**src/rtl/rotate_sequencer.sv**
```systemverilog
// Rotation select and character hold for the rotating 7-segment word display.
// Select advances on a prescaled tick while running, or on a manual step when idle.
module rotate_sequencer #(
  parameter int TICK_DIV = 50000000
) (
  input  logic       clk,
  input  logic       resetn,
  input  logic       run,
  input  logic       dir,
  input  logic       step,
  input  logic       load,
  input  logic [7:0] chars_in,
  output logic [1:0] s,
  output logic [1:0] u,
  output logic [1:0] v,
  output logic [1:0] w,
  output logic [1:0] x,
  output logic       tick,
  output logic       running
);

  localparam int PW = (TICK_DIV > 2) ? $clog2(TICK_DIV) : 1;
  localparam logic [PW-1:0] LAST = PW'(TICK_DIV - 1);

  typedef enum logic {IDLE, RUN} state_t;

  state_t        r_state;
  logic [PW-1:0] r_presc;
  logic [1:0]    r_s;
  logic [1:0]    r_u;
  logic [1:0]    r_v;
  logic [1:0]    r_w;
  logic [1:0]    r_x;
  logic          r_tick;
  logic          r_running;

  logic w_stay_run;
  logic w_term;
  logic w_step;
  logic w_adv;

  // Prescaler only counts while staying in RUN; any transition clears it.
  assign w_stay_run = (r_state == RUN) && run;
  assign w_term     = w_stay_run && (r_presc == LAST);
  assign w_step     = (r_state == IDLE) && !run && step;
  assign w_adv      = (w_term || w_step) && !load;

  always_ff @(posedge clk or negedge resetn) begin
    if (!resetn) begin
      r_state   <= IDLE;
      r_presc   <= '0;
      r_s       <= 2'b00;
      r_u       <= 2'b00;
      r_v       <= 2'b01;
      r_w       <= 2'b10;
      r_x       <= 2'b11;
      r_tick    <= 1'b0;
      r_running <= 1'b0;
    end else begin
      r_state   <= run ? RUN : IDLE;
      r_running <= run;
      r_tick    <= w_adv;
      if (load || !w_stay_run || w_term)
        r_presc <= '0;
      else
        r_presc <= r_presc + 1'b1;
      if (load) begin
        r_s <= 2'b00;
        r_u <= chars_in[7:6];
        r_v <= chars_in[5:4];
        r_w <= chars_in[3:2];
        r_x <= chars_in[1:0];
      end else if (w_adv) begin
        r_s <= dir ? r_s - 2'd1 : r_s + 2'd1;
      end
    end
  end

  assign s       = r_s;
  assign u       = r_u;
  assign v       = r_v;
  assign w       = r_w;
  assign x       = r_x;
  assign tick    = r_tick;
  assign running = r_running;

endmodule

```
**config.mk**
```make
export PLATFORM = sky130hd
export DESIGN_NAME = rotate_sequencer
export DESIGN_NICKNAME = d
export VERILOG_FILES = /design/src/rtl/rotate_sequencer.sv
export SDC_FILE = /design/constraint.sdc
export NUM_CORES = 1
export LEC_CHECK = 0
export CAP_MARGIN = 20
export CORE_UTILIZATION = 50
export DETAILED_ROUTE_END_ITERATION = 12
export HOLD_SLACK_MARGIN = 0.08
export MAX_ROUTING_LAYER = met4
export PLACE_DENSITY = 0.76
export SYNTH_ARGS = -nofsm -noshare
export SYNTH_HDL_FRONTEND = slang
export SYNTH_SLANG_ARGS = --single-unit
```
**constraint.sdc**
```tcl
create_clock -name clk -period 2.3 [get_ports clk]
set_input_delay 0.345 -clock clk [delete_from_list [all_inputs] [get_ports clk]]
set_output_delay 0.345 -clock clk [all_outputs]
set_load 0.02 [all_outputs]
```
==> impl_metrics.ini <==
[sta]
rsz0062_at_grt = false
final.setup.tns_ns = 0
period_minus_slack_ns = 2.09
hold_violations = 0
tightest_slew_ns = 0.829
clock_skew_ns = 0.0121
whs_ns = 0.139
finalSetupViolCount = 0
period_share_pct = 90.9
fmaxAchievable_mhz = 478
slew_violations = 0
slew_headroom_pct = 44.7

[worst_setup_path]
reg2reg_to = r_presc[24]$_DFF_PN0_
crit_type = flip-flop to flip-flop
worst_path_largest_cell_delay_ns = 0.62
crit_family = simple AND/OR/NAND/NOR gates
arrival_ns = 2.32
reg2reg_slack_ns = 0.21
crit_buf_inv = 0
crit_path_max_fanout = 7
r2r-start = r_presc[0]$_DFF_PN0_
slowest_stage = or4_4
cpMostUsedCell = or4_4
setup.worst_path.start_class = flip-flop
r2r_cells = 5
endpoint_kind = flip-flop
cp.required_ns = 2.53
crit_chain = ha_1 -> nand4_2 -> or4_4 -> or4_4 -> a21oi_2

[power_and_ir_drop]
p_leak_nw = 0.898
vdd.ir_drop.worst_v = 0.000435
pwr_density_cell_nw_per_um2 = 614

[grt]
grt_pass1_wl_um = 6840
grtUsageTotal_pct = 22.8
antenna_found_initial = 0
use_met2_pct = 38.6
overflow = 0
busiest_layer = met2
grt_pass1_vias = 1536
grt_max_degree = 39
met3_usage_pct = 6.34
global_route.usage.met1_pct = 25.9

[drt]
dr.pass1.iters = 4
wl_per_cell_um = 15.8
vias = 1519
drt-initial-drc-count = 72
wirelength_um = 4050
drcViolationCount = 0
ant_nets = 0
viasPerCell = 5.93

[min_path]
hp-class = input port to asynchronous set/reset pin

[placement]
port_buffers = 25
dp_hpwl_um = 2880
place.gp.congestion = 0.848

[synth]
yosysTopAreaCellShare_pct = 45.4
synth_edf_count = 0
synth_area_leaders = dfrtp_1, dfstp_2, mux2_2
syn_area_um2 = 1880
synthArstFlopShare_pct = 100
ys_types = 42
synth_ff_type = dfrtp_1
synth-seq-area-share_pct = 51.0
synth_top_area_cell = dfrtp_1
synth_seq_cells = 38
ys_warn_count = 0
synth_cells = 177
synth_nets = 192
synth.avg_cell_area_um2 = 10.6

[clock_network]
post_cts_buffers = 0
path_clk_slew_ns = 0.08
cts.sinks = 38
cts_tree = yes
clockBufferDepth = 2
h-tree-depth = 2
cts_root_buffer = clkbuf_8
worstSkewPairLatency_ns = 0.30
cts_buffers = 5

[floorplan]
die_width_um = 63.2
placementRows = 21
ioPinCount = 26
initial_utilization_pct = 54.1
dieArea_um2 = 4000
die_h_um = 63.2
core_um2 = 3470

[finish]
finalNetCount = 224
drive_above_1_share_pct = 18.1
nFillCells = 276
syn_to_final_growth_pct = 23.8
antenna_cells = 0
multi_input_area_um2 = 875
final-seq-area_um2 = 956

[flow_run]
cap_violations = 0

[outcome]
status = completed
[Yosys cell counts, types with 2 or more instances]
master	n
or4_4	2
nand2_1	7
o31ai_1	6
inv_1	4
and4_1	2
a21oi_1	12
mux2_2	9
nand3_1	10
buf_2	3
nor2_1	19
nand4_2	2
nor3_1	3
xnor2_1	8
xor2_1	5
and2_1	2
nand4_1	6
dfrtp_1	34
or3_1	5
dfstp_2	4
or4_1	7
or4bb_1	2
nor4_1	2
o21ai_0	4
[stage by stage]
stage / std cells / cell area, µm² / setup slack [ns] / power [mW] / utilization, %
finish: 256 / 2320 / 0.209 / 1.43 / 67.0
global route: 256 / 2320 / 0.106 / 1.47 / 67.0
CTS: 256 / 2320 / 0.0785 / 1.44 / 66.8
detailed placement: 248 / 2200 / 0.0772 / 0.856 / 63.5
global placement: 248 / 2200 / 0.157 / 0.852 / 63.5
floorplan: 177 / 1880 / 0.223 / 0.772 / -
[worst max-delay path by stage]
stage,start,endpoint,slack (ns),depth (start not counted)
after floorplan,r_presc[0]$_DFF_PN0_,r_presc[24]$_DFF_PN0_,0.22,6
after global placement,r_presc[0]$_DFF_PN0_,r_presc[24]$_DFF_PN0_,0.16,5
after detailed placement,run,r_presc[20]$_DFF_PN0_,0.08,6
after CTS,r_presc[0]$_DFF_PN0_,r_presc[24]$_DFF_PN0_,0.08,5
after global routing,r_presc[0]$_DFF_PN0_,r_presc[24]$_DFF_PN0_,0.11,5
final,r_presc[0]$_DFF_PN0_,r_presc[24]$_DFF_PN0_,0.21,5
[where the power goes]
part           internal [mW]  switching (mW)
registers              0.692          0.0106
clock network          0.354           0.232
logic                 0.0723          0.0661
[area by class of cell]
| type | count | share of cell area [%] |
|---|---|---|
| Tap cell | 46 | 2.48 |
| Timing Repair Buffer | 31 | 13.0 |
| Clock buffer | 7 | 3.72 |
| Inverter | 4 | 0.647 |
| Multi-Input combinational cell | 129 | 37.7 |
| Clock inverter | 1 | 1.29 |
| Sequential cell | 38 | 41.2 |
[placed cells by master, fill, tap and decap left out, types with 5 or more instances in the layout]
master            n
dfrtp_1          34
clkdlybuf4s50_1  24
nor2_1           19
a21oi_1          12
nand3_1          10
mux2_2            9
xnor2_1           8
nand2_1           7
nand4_1           6
o31ai_1           6
or4_1             6
clkbuf_8          6
or3_1             5
xor2_1            5
buf_4             5
[sequential cells by signal, summed over array words and instances, names as in the netlist]
name,cells
r_presc,26
running,1
s,2
tick,1
u,2
v,2
w,2
x,2
[worst reg2reg max path: stages (launching register included)]
cell and delay, ns:
dfrtp_1 0.38, ha_1 0.25, nand4_2 0.13, or4_4 0.62
or4_4 0.51, a21oi_2 0.13
[metal layers]
| metal | share of wire [%] | vias to the layer above |
|---|---|---|
| li1 | - | 717 |
| met1 | 41 | 758 |
| met2 | 53 | 35 |
| met3 | 4.8 | 9 |
| met4 | 1.4 | 0 |
| met5 | 0 | - |
[timing repair]
action,4_1_cts,5_1_grt
resized for setup,0,1
setup endpoints to repair,0,1
hold buffers,0,0
[logic make-up (layout without fill, tap and decap cells)]
kind of cell	count (synthesis)	count (layout)	share of synthesized area, %
DFF	38	38	51.0
and+or+nand+nor	78	78	25.0
muxes	9	9	5.40
xor gates and xnor gates	13	13	6.07
AOI/OAI and AO/OA	28	28	9.27
adders and majority gates	1	1	0.667
buffers and inverters	10	43	2.60
Power figures use the tool's default switching activity.
